[src/rtl/mem_access_ctrl.sv]
// MEM-stage data-memory access controller: one load/store at a time, word-addressed memory,
// byte stores done as read-modify-write, registered load word/offset/select for byte extract.
module mem_access_ctrl #(
    parameter int ADDR_W = 32
) (
    input  logic              clk,
    input  logic              rst,
    input  logic              Req_Valid,
    output logic              Req_Ready,
    input  logic              Req_Write,
    input  logic              Req_Byte,
    input  logic [ADDR_W-1:0] Addr,
    input  logic [31:0]       Store_Data,
    output logic [ADDR_W-1:0] Mem_Addr,
    output logic              Mem_Rd,
    output logic              Mem_Wr,
    output logic [31:0]       Mem_WData,
    input  logic [31:0]       Mem_RData,
    input  logic              Mem_Ack,
    output logic [31:0]       Load_Memory,
    output logic [1:0]        Offset,
    output logic              Load_Select,
    output logic              Load_Valid,
    output logic              Store_Done,
    output logic              Misaligned
);

    typedef enum logic [2:0] {IDLE, RD, WR, RMW_RD, RMW_WR} state_t;

    state_t            state_q, state_d;
    logic [ADDR_W-1:0] addr_q, addr_d;
    logic [7:0]        sbyte_q, sbyte_d;
    logic              byte_q, byte_d;
    logic [31:0]       wdata_q, wdata_d;
    logic [31:0]       ldmem_q, ldmem_d;
    logic [1:0]        off_q, off_d;
    logic              lsel_q, lsel_d;
    logic              lv_q, lv_d;
    logic              sd_q, sd_d;
    logic              mis_q, mis_d;
    logic [31:0]       merged;

    // Byte lane selected by the captured offset takes the store byte; other lanes pass through.
    always_comb begin
        merged = Mem_RData;
        for (int b = 0; b < 4; b++) begin
            if (addr_q[1:0] == 2'(b)) merged[8*b +: 8] = sbyte_q;
        end
    end

    always_comb begin
        state_d = state_q;
        addr_d  = addr_q;
        sbyte_d = sbyte_q;
        byte_d  = byte_q;
        wdata_d = wdata_q;
        ldmem_d = ldmem_q;
        off_d   = off_q;
        lsel_d  = lsel_q;
        lv_d    = 1'b0;
        sd_d    = 1'b0;
        mis_d   = 1'b0;
        case (state_q)
            IDLE: begin
                if (Req_Valid) begin
                    if (!Req_Byte && Addr[1:0] != 2'b00) begin
                        mis_d = 1'b1;
                    end else begin
                        addr_d  = Addr;
                        sbyte_d = Store_Data[7:0];
                        byte_d  = Req_Byte;
                        if (!Req_Write) begin
                            state_d = RD;
                        end else if (Req_Byte) begin
                            state_d = RMW_RD;
                        end else begin
                            wdata_d = Store_Data;
                            state_d = WR;
                        end
                    end
                end
            end
            RD: begin
                if (Mem_Ack) begin
                    ldmem_d = Mem_RData;
                    off_d   = addr_q[1:0];
                    lsel_d  = byte_q;
                    lv_d    = 1'b1;
                    state_d = IDLE;
                end
            end
            RMW_RD: begin
                if (Mem_Ack) begin
                    wdata_d = merged;
                    state_d = RMW_WR;
                end
            end
            WR, RMW_WR: begin
                if (Mem_Ack) begin
                    sd_d    = 1'b1;
                    state_d = IDLE;
                end
            end
            default: state_d = IDLE;
        endcase
    end

    always_ff @(posedge clk) begin
        if (rst) begin
            state_q <= IDLE;
            addr_q  <= '0;
            sbyte_q <= '0;
            byte_q  <= 1'b0;
            wdata_q <= '0;
            ldmem_q <= '0;
            off_q   <= '0;
            lsel_q  <= 1'b0;
            lv_q    <= 1'b0;
            sd_q    <= 1'b0;
            mis_q   <= 1'b0;
        end else begin
            state_q <= state_d;
            addr_q  <= addr_d;
            sbyte_q <= sbyte_d;
            byte_q  <= byte_d;
            wdata_q <= wdata_d;
            ldmem_q <= ldmem_d;
            off_q   <= off_d;
            lsel_q  <= lsel_d;
            lv_q    <= lv_d;
            sd_q    <= sd_d;
            mis_q   <= mis_d;
        end
    end

    // Request strobes decode straight from state so a reset edge drops them immediately.
    assign Req_Ready   = (state_q == IDLE);
    assign Mem_Rd      = (state_q == RD) || (state_q == RMW_RD);
    assign Mem_Wr      = (state_q == WR) || (state_q == RMW_WR);
    assign Mem_Addr    = {addr_q[ADDR_W-1:2], 2'b00};
    assign Mem_WData   = wdata_q;
    assign Load_Memory = ldmem_q;
    assign Offset      = off_q;
    assign Load_Select = lsel_q;
    assign Load_Valid  = lv_q;
    assign Store_Done  = sd_q;
    assign Misaligned  = mis_q;

endmodule

[config.mk]
export PLATFORM = sky130hd
export DESIGN_NAME = mem_access_ctrl
export DESIGN_NICKNAME = d
export VERILOG_FILES = /design/src/rtl/mem_access_ctrl.sv
export SDC_FILE = /design/constraint.sdc
export NUM_CORES = 1
export LEC_CHECK = 0
export ABC_CLOCK_PERIOD_IN_PS = 2100
export CAP_MARGIN = 30
export CORE_AREA = 5 5 117 119
export CTS_CLUSTER_DIAMETER = 100
export CTS_CLUSTER_SIZE = 14
export DETAILED_ROUTE_END_ITERATION = 12
export DIE_AREA = 0 0 122 124
export GPL_TIMING_DRIVEN = 0
export PLACE_DENSITY_LB_ADDON = 0.08
export SYNTH_ARGS = -nofsm -noshare
export SYNTH_HDL_FRONTEND = slang
export SYNTH_SLANG_ARGS = --single-unit
export TNS_END_PERCENT = 30
[constraint.sdc]
create_clock -name clk -period 2.1 [get_ports clk]
set_input_delay 0.21 -clock clk [delete_from_list [all_inputs] [get_ports clk]]
set_output_delay 0.21 -clock clk [all_outputs]
set_load 0.02 [all_outputs]
# After elaboration in Yosys (flattened, before gate mapping)
# Cells that the tools add are included.
# classes
bitwise_logic	5
n_eq_ne	13
reduce_logical	17
mux	19
# op_table
op	count
$mux W32	5
$pmux W32 S2	1
$mux W8	4
$mux W3	4
$pmux W3 S3	1
$ne A2 B2 Y1 const B	4
$eq A3 B2 Y1 const B	2
$reduce_and A6 Y1	1
$reduce_or A2 Y1	3
$reduce_or A3 Y1	2
$not A1 Y1	5
$eq A2 B2 Y1 const B	2
$ne A2 B1 Y1 const B	2
$reduce_and A4 Y1	1
$reduce_bool A2 Y1	2
$eq A3 B1 Y1 const B	1
$eq A3 B3 Y1 const B	1
$logic_not A3 Y1	1
$mux W1	3
$reduce_and A3 Y1	1
$eq A2 B1 Y1 const B	1
$logic_not A2 Y1	1
$logic_or A1 B1 Y1	2
$mux W2	1
3 further kinds	3
# word_totals
word_cells	65
in_bits	102
register_bits	114
output_inout_bits	105

# Logic depth before layout (Yosys ltp)
# Gate-level depths: netlist of run 1.
# logic_depth
word_depth	5
ltp_mapped	6
ltp_nobuf	3

# Worst setup path before layout of run 1
# No wires, ideal clock.
# synth_path
path_kind	reg2reg
start	reg state_q[2]
end	reg wdata_q[0], in the netlist Mem_WData[0]
setup_time_ns	0.096
t_arrival_ns	1.636
setup_slack_ns	0.369
synth_period_minus_slack_ns	1.731
path_buffers	2
stages_incl_launch_ff	6
required_ns	2.004
path_cell_list	dfxtp_1 > or4b_4 > buf_6 > o21a_4 > buf_6 > o41ai_2
# synth_via
elab_chain_cells	3
elab_cells_between_ends	10
cone_classes	eq/ne: 6; mux: 1; reduce/logical: 3
# synth_lines
element	line_no	text
start: declaration	30	state_t state_q, state_d;
start signal: assignment	122	state_q <= state_d;
$eq A3 B2 Y1 / $logic_not A3 Y1 (equally long branches)	63	case (state_q)
$ne A2 B2 Y1 (no line), or another cell as far along	--	
$reduce_and A6 Y1 (no line)	--	
end signal: assignment	126	wdata_q <= wdata_d;
end: declaration	34	logic [31:0] wdata_q, wdata_d;
# Several ways; a longest one is shown, not always the timed one.
# A chain may end at the register's enable or synchronous reset.

# Worst setup path in the final report of run 1
# layout_path
start	reg state_q[0]
end	reg wdata_q[4], in the netlist Mem_WData[4]
# Same word-level chain as after synthesis.

==> impl_metrics.env, run 1 <==
export IMPL_die_h_um=124
export IMPL_drv_cap=0
export IMPL_gr_usage_met2=0.4047
export IMPL_wire_per_inst_um=18.51
export IMPL_grt_max_degree=17
export IMPL_worstPathRequired_ns=2.40
export IMPL_via_per_inst=5.470
export IMPL_htreeDepth=4
export IMPL_hold_violations=0
export IMPL_synthFlopType="dfxtp_1"
export IMPL_synth_seq_cells=114
export IMPL_cts_root_buf="clkbuf_16"
export IMPL_power_sequential_fraction=0.389
export IMPL_place_congestion=0.8656
export IMPL_synth_commonest_cells="dfxtp_1 (114), a21oi_1 (77), nand2_1 (72)"
export IMPL_clkPwrFrac=0.457
export IMPL_power_density_mw_per_mm2=707.7
export IMPL_synth_seq_area_share=0.4129
export IMPL_n_antenna_cell=0
export IMPL_first_pass_iters=4
export IMPL_synth_cells=642
export IMPL_grt_pass1_wl_mm=29.46
export IMPL_wl_mm=19.40
export IMPL_setup_ws_ns=0.1048
export IMPL_power_internal_uw=4442
export IMPL_status="complete, no violations"
export IMPL_portBuffers=203
export IMPL_synth_edf_count=0
export IMPL_path_clk_slew_ns=0.05
export IMPL_postLayoutCellArea_mm2=0.008342
export IMPL_switching_share=0.2476
export IMPL_crit_path_max_incr_delay_ns=0.45
export IMPL_cp_slowest_cell="buf_1"
export IMPL_finalPower_uw=5904
export IMPL_area_growth_pct=50.91
export IMPL_clk_latency_ns=0.41
export IMPL_placed_area_mm2=0.007779
export IMPL_end_kind="register"
export IMPL_die_area_mm2=0.01513
export IMPL_cts_path_max_buffers=2
export IMPL_peakVddDrop_uv=446.6
export IMPL_crit_fanout=10
export IMPL_dpl_hpwl_mm=14.70
export IMPL_p_switching_uw=1462
export IMPL_drc=0
export IMPL_syn_avg_cell_area_um2=8.610
export IMPL_rsz0062_at_grt="true"
export IMPL_async_reset_ff_frac=0
export IMPL_dr_first_iter_drc_count=369
export IMPL_core_mm2=0.01247
export IMPL_setup_tns_ns=0
export IMPL_slew_headroom=0.4957
export IMPL_ant_nets=0
export IMPL_setup_viol=0
export IMPL_grtUsageMet1=0.3102
export IMPL_grt_usage=0.2515
export IMPL_rows=41
export IMPL_synth_top_area_cell="dfxtp_1"
export IMPL_numCtsBuffers=17
export IMPL_syn_area_mm2=0.005528
export IMPL_grt_pass1_vias=5723
export IMPL_worstPathCellList="buf_2, and3b_1, clkbuf_1, buf_1, nor2_1, o41ai_2"
export IMPL_die_w_um=122
export IMPL_yosysUniqueCellTypes=35
export IMPL_vias=5733
export IMPL_grt_busiest_layer="met2"
export IMPL_initial_core_util=0.4434
export IMPL_antenna_found_initial=0
export IMPL_dp_slack_ns=-0.2491
export IMPL_fin_crit_ns=1.995
export IMPL_io_pins=207
export IMPL_drive_above_1_share=0.1176
export IMPL_yosys_area_top_type_share=0.4129
export IMPL_cts_tree="built"
export IMPL_use_met3=0.07312
export IMPL_ys_top_cells_by_area="dfxtp_1 (41%), o41ai_2 (8.8%), a21oi_1 (7.0%)"
export IMPL_post_route_period_util=0.9501
export IMPL_grt_overflow=0
export IMPL_finClkSkew_ns=0.007022
export IMPL_hp_class="input port to register"
export IMPL_fmaxAchievable_mhz=501.2
export IMPL_critPathLaunchType="register"
export IMPL_fin_util=0.6692
export IMPL_tightest_slew_ns=0.7564
export IMPL_synth_most_common_cell="dfxtp_1"
export IMPL_drv_slew=0
export IMPL_post_cts_buffers=0
export IMPL_criticalPathCategory="register to register"
export IMPL_numClockSinks=114
export IMPL_pwr_share_comb=0.154
export IMPL_worst_ep_arrival_time_ns=2.29
export IMPL_power_leakage_uw=0.003096
export IMPL_fin_nets=966
export IMPL_cts_hold_buf=0
export IMPL_ys_warnings_count=0
==> worst max-delay path, delay by kind of cell, from the launching register on <==
kind | cells | cell delay (ns)
AO/OA/AOI/OAI | 1 | 0.33
buffers and inverters | 3 | 0.92
flip-flops | 1 | 0.34
AND/OR/NAND/NOR | 2 | 0.30
==> layout make-up <==
| cell class | instances | area [um2] |
|---|---|---|
| fill | 1076 | 4124 |
| multi-input combinational | 422 | 2695 |
| sequential | 114 | 2282 |
| timing repair buffer | 203 | 2034 |
| buffer | 105 | 551.8 |
| clock buffer | 26 | 509.2 |
| tap | 172 | 215.2 |
| clock inverter | 5 | 50.05 |
| inverter | 1 | 3.754 |
==> sequential cells by signal, summed over array words and instances (netlist names) <==
name	flops
Offset	2
state_q	3
Load_Memory	32
sbyte_q	8
Load_Valid	1
byte_q	1
Mem_WData	32
addr_q	32
Misaligned	1
Load_Select	1
Store_Done	1
==> through the flow <==
step / cells / hold WS [ns]
after floorplan: 643 / 0.3460
after global placement: 1018 / 0.4416
after detailed placement: 1018 / 0.4476
after CTS: 1049 / 0.3460
after global routing: 1048 / 0.3801
final: 1048 / 0.3633
==> cells by family (layout without fill, tap and decap cells) <==
| logic type | count (synthesis) | count (layout) | share of synthesized area |
|---|---|---|---|
| AOI/OAI and AO/OA | 227 | 227 | 0.3124 |
| and+or+nand+nor | 192 | 192 | 0.1722 |
| DFF | 114 | 114 | 0.4129 |
| buffers and inverters | 107 | 340 | 0.1003 |
| other | 1 | 2 | 0.0006784 |
| xor gates and xnor gates | 1 | 1 | 0.001585 |
==> worst paths after layout <==
path	end	start	cells past startpoint	slack (ns)
worst max-delay path	Mem_WData[4]$_SDFFE_PP0P_	state_q[0]$_SDFFE_PP0P_	6	0.10
worst min-delay path	Store_Done$_SDFF_PP0_	rst	3	0.36
worst max register to register	Mem_WData[4]$_SDFFE_PP0P_	state_q[0]$_SDFFE_PP0P_	6	0.10
worst min register to register	Load_Memory[18]$_SDFFE_PP0P_	Load_Memory[18]$_SDFFE_PP0P_	2	0.45
==> cells in the final DEF, fill, tap and decap left out, drive strengths merged, types with 3 or more instances in the layout <==
cell type | synthesis | routed
nor2 | 36 | 36
a211oi | 32 | 32
nor3 | 4 | 4
clkdlybuf4s50 | 0 | 202
and3b | 17 | 17
a21oi | 77 | 77
o2111ai | 32 | 32
nor2b | 3 | 3
o41ai | 32 | 32
nand3 | 40 | 40
o21ai | 41 | 41
buf | 42 | 43
clkbuf | 64 | 88
o21a | 9 | 9
and3 | 9 | 9
nand2b | 3 | 3
clkinv | 0 | 4
dfxtp | 114 | 114
nand2 | 72 | 72
==> power by group through the flow <==
stage | Sequential, uW | Clock, uW | Combinational, uW
floorplan | 2350 | 0 | 418
global placement | 2330 | 0 | 888
detailed placement | 2340 | 0 | 901
CTS | 2290 | 2740 | 907
global route | 2300 | 2830 | 973
finish | 2300 | 2700 | 907
==> timing repair <==
item | CTS | global route
setup endpoints to repair | 5 | 27
resized for setup | 2 | 6
hold endpoints to repair | 0 | 0
==> layer usage <==
layer,wire (um),up-vias
met3,1452,45
li1,-,2768
met1,8352,2708
met4,658,0
met5,0,-
met2,8936,212
Power figures use the tool's default switching activity.
==> run 2: changes to the inputs <==
CORE_AREA = 5 5 124 126   (was 5 5 117 119)
DIE_AREA = 0 0 129 131   (was 0 0 122 124)
==> impl_metrics.env, run 2 (synthesized netlist as in run 1, its figures left out) <==
export IMPL_drive_above_1_share=0.1186
export IMPL_antenna_found_initial=0
export IMPL_cts_path_max_buffers=2
export IMPL_die_w_um=129
export IMPL_multiInputGateArea_mm2=0.002695
export IMPL_crit_fanout=10
export IMPL_final_cell_mix="clkdlybuf4s50_1 (202), dfxtp_1 (114), a21oi_1 (77), nand2_1 (72), clkbuf_1 (63)"
export IMPL_criticalPathCategory="register to output pin"
export IMPL_initial_core_util=0.3892
export IMPL_holdWs_ns=0.3486
export IMPL_rsz0062_at_grt="true"
export IMPL_grt_pass1_wl_mm=30.63
export IMPL_wl_met3_mm=1.482
export IMPL_hp_class="input port to register"
export IMPL_portBuffers=203
export IMPL_final_common_cell="clkdlybuf4s50_1"
export IMPL_fin_crit_ns=2.030
export IMPL_path_clk_slew_ns=0.05
export IMPL_dr_first_iter_drc_count=342
export IMPL_die_area_mm2=0.01690
export IMPL_post_route_period_util=0.9668
export IMPL_post_cts_buffers=0
export IMPL_wire_per_inst_um=18.76
export IMPL_finalPower_uw=6157
export IMPL_dr_wl_met2_mm=9.100
export IMPL_drv_cap=0
export IMPL_startpoint="state_q[2]$_SDFFE_PP0P_"
export IMPL_cts_root_buf="clkbuf_16"
export IMPL_critPathLaunchType="register"
export IMPL_place_congestion=0.8340
export IMPL_status="complete, no violations"
export IMPL_via_per_inst=5.358
export IMPL_io_pins=207
export IMPL_cts_tree="built"
export IMPL_grt_usage=0.2331
export IMPL_placed_cells=1030
export IMPL_core_mm2=0.01420
export IMPL_drc=0
export IMPL_grt_overflow=0
export IMPL_rows=44
export IMPL_routed_top_layer="met4"
export IMPL_worstPathRequired_ns=1.89
export IMPL_numCtsBuffers=17
export IMPL_slew_headroom=0.5230
export IMPL_fmaxAchievable_mhz=492.5
export IMPL_area_growth_pct=51.90
export IMPL_fin_util=0.5912
export IMPL_drv_slew=0
export IMPL_clk_latency_ns=0.42
export IMPL_worst_ep_arrival_time_ns=1.82
export IMPL_peakVddDrop_uv=431.3
export IMPL_seqCellArea_mm2=0.002282
export IMPL_n_antenna_cell=0
export IMPL_final_cells=1061
export IMPL_fill_cells=1237
export IMPL_end_kind="output pin"
export IMPL_dpl_hpwl_mm=15.09
export IMPL_tightest_slew_ns=0.7156
export IMPL_vias=5685
export IMPL_fin_nets=966
export IMPL_setup_tns_ns=0
export IMPL_grt_max_degree=17
export IMPL_ant_nets=0
export IMPL_htreeDepth=4
export IMPL_first_pass_iters=5
export IMPL_cts_hold_buf=0
export IMPL_r2r_start="state_q[2]$_SDFFE_PP0P_"
export IMPL_numClockSinks=114
export IMPL_power_leakage_uw=0.003096
export IMPL_drt_met1_wl_mm=8.921
export IMPL_die_h_um=131
export IMPL_setup_viol=0
export IMPL_finClkSkew_ns=0.004567
export IMPL_hold_violations=0
export IMPL_grt_pass1_vias=5761
export IMPL_power_density_mw_per_mm2=733.3
export IMPL_wl_mm=19.91
export IMPL_hold_start="rst"
## run 2: cell types whose count changed in the layout (fill, tap and decap cells not counted), sizes merged
cell and delta:
clkinvlp +1, clkbuf -3, dlymetal6s2s -1, bufinv +2, buf -1, dlygate4sd2 +1
clkinv +2
## run 2: area by class of cell
cell class / count / area share
Buffer: 105 / 0.06542
Clock buffer: 22 / 0.05647
Clock inverter: 10 / 0.01565
Inverter: 1 / 0.0004470
Multi-Input combinational cell: 422 / 0.3210
Sequential cell: 114 / 0.2718
Tap cell: 184 / 0.02742
Timing Repair Buffer: 203 / 0.2418
## run 2: stage by stage
stage               area, um2  setup slack [ns]
finish                   8397           0.06969
global route             8397          -0.01490
CTS                      8401           0.06440
detailed placement       7794           -0.2342
global placement         7794           -0.2335
floorplan                5532            0.3685
## run 2: where the power goes
group	total, uW	internal (uW)	switching (uW)
Clock	2960	1950	1010
Combinational	909	431	477
Sequential	2290	2240	51.9
Total	6160	4620	1540
## run 2: final timing paths
| kind | end | slack [ns] | cells past startpoint |
|---|---|---|---|
| max reg2reg | Mem_WData[13]$_SDFFE_PP0P_ | 0.14 | 5 |
| min reg2reg | Load_Memory[16]$_SDFFE_PP0P_ | 0.46 | 2 |
| max | Req_Ready | 0.07 | 3 |
| min | Store_Done$_SDFF_PP0_ | 0.35 | 3 |
## run 2: routing by layer
layer,GRT usage,up-vias
met1,0.3111,2685
met2,0.3655,194
met3,0.06057,35
li1,-,2771
met5,0,-
met4,0.08400,0
## run 2: repair_timing
| item | in CTS | in global routing |
|---|---|---|
| gates resized for setup | 3 | 0 |
| gates cloned | 0 | 0 |
| pin swaps | 0 | 0 |
| setup endpoints to repair | 23 | 21 |
## run 2: worst max-delay path: stages (launching register included)
cell and delay [ns]:
dfxtp_1 0.33, clkbuf_2 0.20, nor3_1 0.22, clkdlybuf4s50_1 0.65
==> run 3: changes to the inputs <==
CORE_AREA = 5 5 152 154   (was 5 5 124 126)
DIE_AREA = 0 0 157 159   (was 0 0 129 131)
SKIP_CTS_REPAIR_TIMING = 1   (was not set)
==> impl_metrics.env, run 3 (synthesized netlist as in run 1, its figures left out) <==
export IMPL_finalPower_uw=6003
export IMPL_drc=0
export IMPL_grt_pass1_wl_mm=34.12
export IMPL_ant_nets=0
export IMPL_clkPwrFrac=0.464
export IMPL_via_per_inst=4.952
export IMPL_power_leakage_uw=0.003102
export IMPL_grt_usage=0.1755
export IMPL_drv_cap=0
export IMPL_numClockSinks=114
export IMPL_grt_pass1_vias=5962
export IMPL_io_pins=207
export IMPL_peakVddDrop_uv=533.0
export IMPL_power_sequential_fraction=0.382
export IMPL_drv_slew=0
export IMPL_worst_ep_arrival_time_ns=2.33
export IMPL_r2r_slack_ns=0.09
export IMPL_slew_headroom=0.4673
export IMPL_ff2ff_path_depth=5
export IMPL_path_clk_slew_ns=0.05
export IMPL_wl_mm=22.28
export IMPL_numCtsBuffers=17
export IMPL_crit_fanout=10
export IMPL_final_cells=1155
export IMPL_power_internal_uw=4474
export IMPL_n_antenna_cell=0
export IMPL_wire_per_inst_um=19.29
export IMPL_placed_cells=1126
export IMPL_portBuffers=203
export IMPL_htreeDepth=4
export IMPL_grt_overflow=0
export IMPL_tightest_slew_ns=0.7990
export IMPL_setup_tns_ns=0
export IMPL_rsz0062_at_grt="true"
export IMPL_hold_violations=0
export IMPL_antenna_found_initial=1
export IMPL_end_kind="register"
export IMPL_clk_latency_ns=0.41
export IMPL_fin_crit_ns=2.005
export IMPL_place_congestion=0.8350
export IMPL_final_cell_mix="clkdlybuf4s50_1 (202), dfxtp_1 (114), a21oi_1 (77), nand2_1 (72), clkbuf_1 (59)"
export IMPL_dp_slack_ns=-0.3757
export IMPL_criticalPathCategory="register to register"
export IMPL_setup_viol=0
export IMPL_initial_core_util=0.2565
export IMPL_worstPathRequired_ns=2.42
export IMPL_setup_ws_ns=0.09494
export IMPL_cts_path_max_buffers=2
export IMPL_core_mm2=0.02155
export IMPL_post_route_period_util=0.9548
export IMPL_startpoint="state_q[2]$_SDFFE_PP0P_"
export IMPL_die_w_um=157
export IMPL_power_density_mw_per_mm2=707.0
export IMPL_dpl_hpwl_mm=17.32
export IMPL_fin_nets=966
export IMPL_die_area_mm2=0.02496
export IMPL_critPathLaunchType="register"
export IMPL_p_switching_uw=1530
export IMPL_switching_share=0.2548
export IMPL_pwr_share_comb=0.154
export IMPL_area_growth_pct=53.62
export IMPL_fin_util=0.3940
export IMPL_first_pass_iters=4
export IMPL_r2r_start="state_q[2]$_SDFFE_PP0P_"
export IMPL_r2r_end="addr_q[1]$_SDFFE_PP0P_"
export IMPL_vias=5719
export IMPL_grt_max_degree=17
export IMPL_rows=54
export IMPL_finClkSkew_ns=0.005952
export IMPL_die_h_um=159
export IMPL_hp_class="input port to register"
export IMPL_drive_above_1_share=0.1211
export IMPL_status="complete, no violations"
export IMPL_cts_root_buf="clkbuf_16"
export IMPL_dr_first_iter_drc_count=359
export IMPL_final_common_cell="clkdlybuf4s50_1"
export IMPL_fmaxAchievable_mhz=498.7
export IMPL_cp_endpoint="addr_q[1]$_SDFFE_PP0P_"
export IMPL_cts_tree="built"
run 3: how the worst min path moves through the flow:
stage	startpoint	end	slack, ns	cells after the start
after floorplan	Mem_RData[0]	Load_Memory[0]$_SDFFE_PP0P_	0.35	2
after global placement	byte_q$_SDFFE_PP0P_	Load_Select$_SDFFE_PP0P_	0.44	2
after detailed placement	Load_Memory[28]$_SDFFE_PP0P_	Load_Memory[28]$_SDFFE_PP0P_	0.45	2
after CTS	Addr[18]	addr_q[18]$_SDFFE_PP0P_	0.34	3
after global routing	Addr[15]	addr_q[15]$_SDFFE_PP0P_	0.37	3
final	Addr[18]	addr_q[18]$_SDFFE_PP0P_	0.36	3
run 3: cell type report:
type	instances	area (um2)
fill	2204	13060
inverter	1	3.754
clock buffer	26	519.2
multi-input combinational	422	2700
timing repair buffer	203	2034
tap	280	350.3
clock inverter	4	47.55
sequential	114	2282
buffer	105	554.3
run 3: per-stage QoR:
stage / hold WS (ns) / cell area, um2
final: 0.3580 / 8492
after global routing: 0.3707 / 8492
after CTS: 0.3371 / 8481
after detailed placement: 0.4473 / 7914
after global placement: 0.4368 / 7914
after floorplan: 0.3460 / 5532
run 3: power groups by stage:
stage	Clock (uW)	Sequential, uW	Combinational, uW
6_report	2790	2290	922
5_1_grt	2960	2300	995
4_1_cts	2860	2290	929
3_5_place_dp	0	2340	925
3_3_place_gp	0	2340	918
2_1_floorplan	0	2350	418
run 3: routing by layer:
metal | share of wire | GRT usage
met1 | 0.45 | 0.2313
met2 | 0.46 | 0.2781
met3 | 0.075 | 0.05192
met4 | 0.013 | 0.05089
met5 | 0.00058 | 0
run 3: critical path, cell delays in order, from the launching register on:
cell and delay, ns:
dfxtp_1 0.33, clkbuf_2 0.19, nor4b_2 0.59, clkbuf_1 0.45, nand3_1 0.15, a21oi_1 0.20
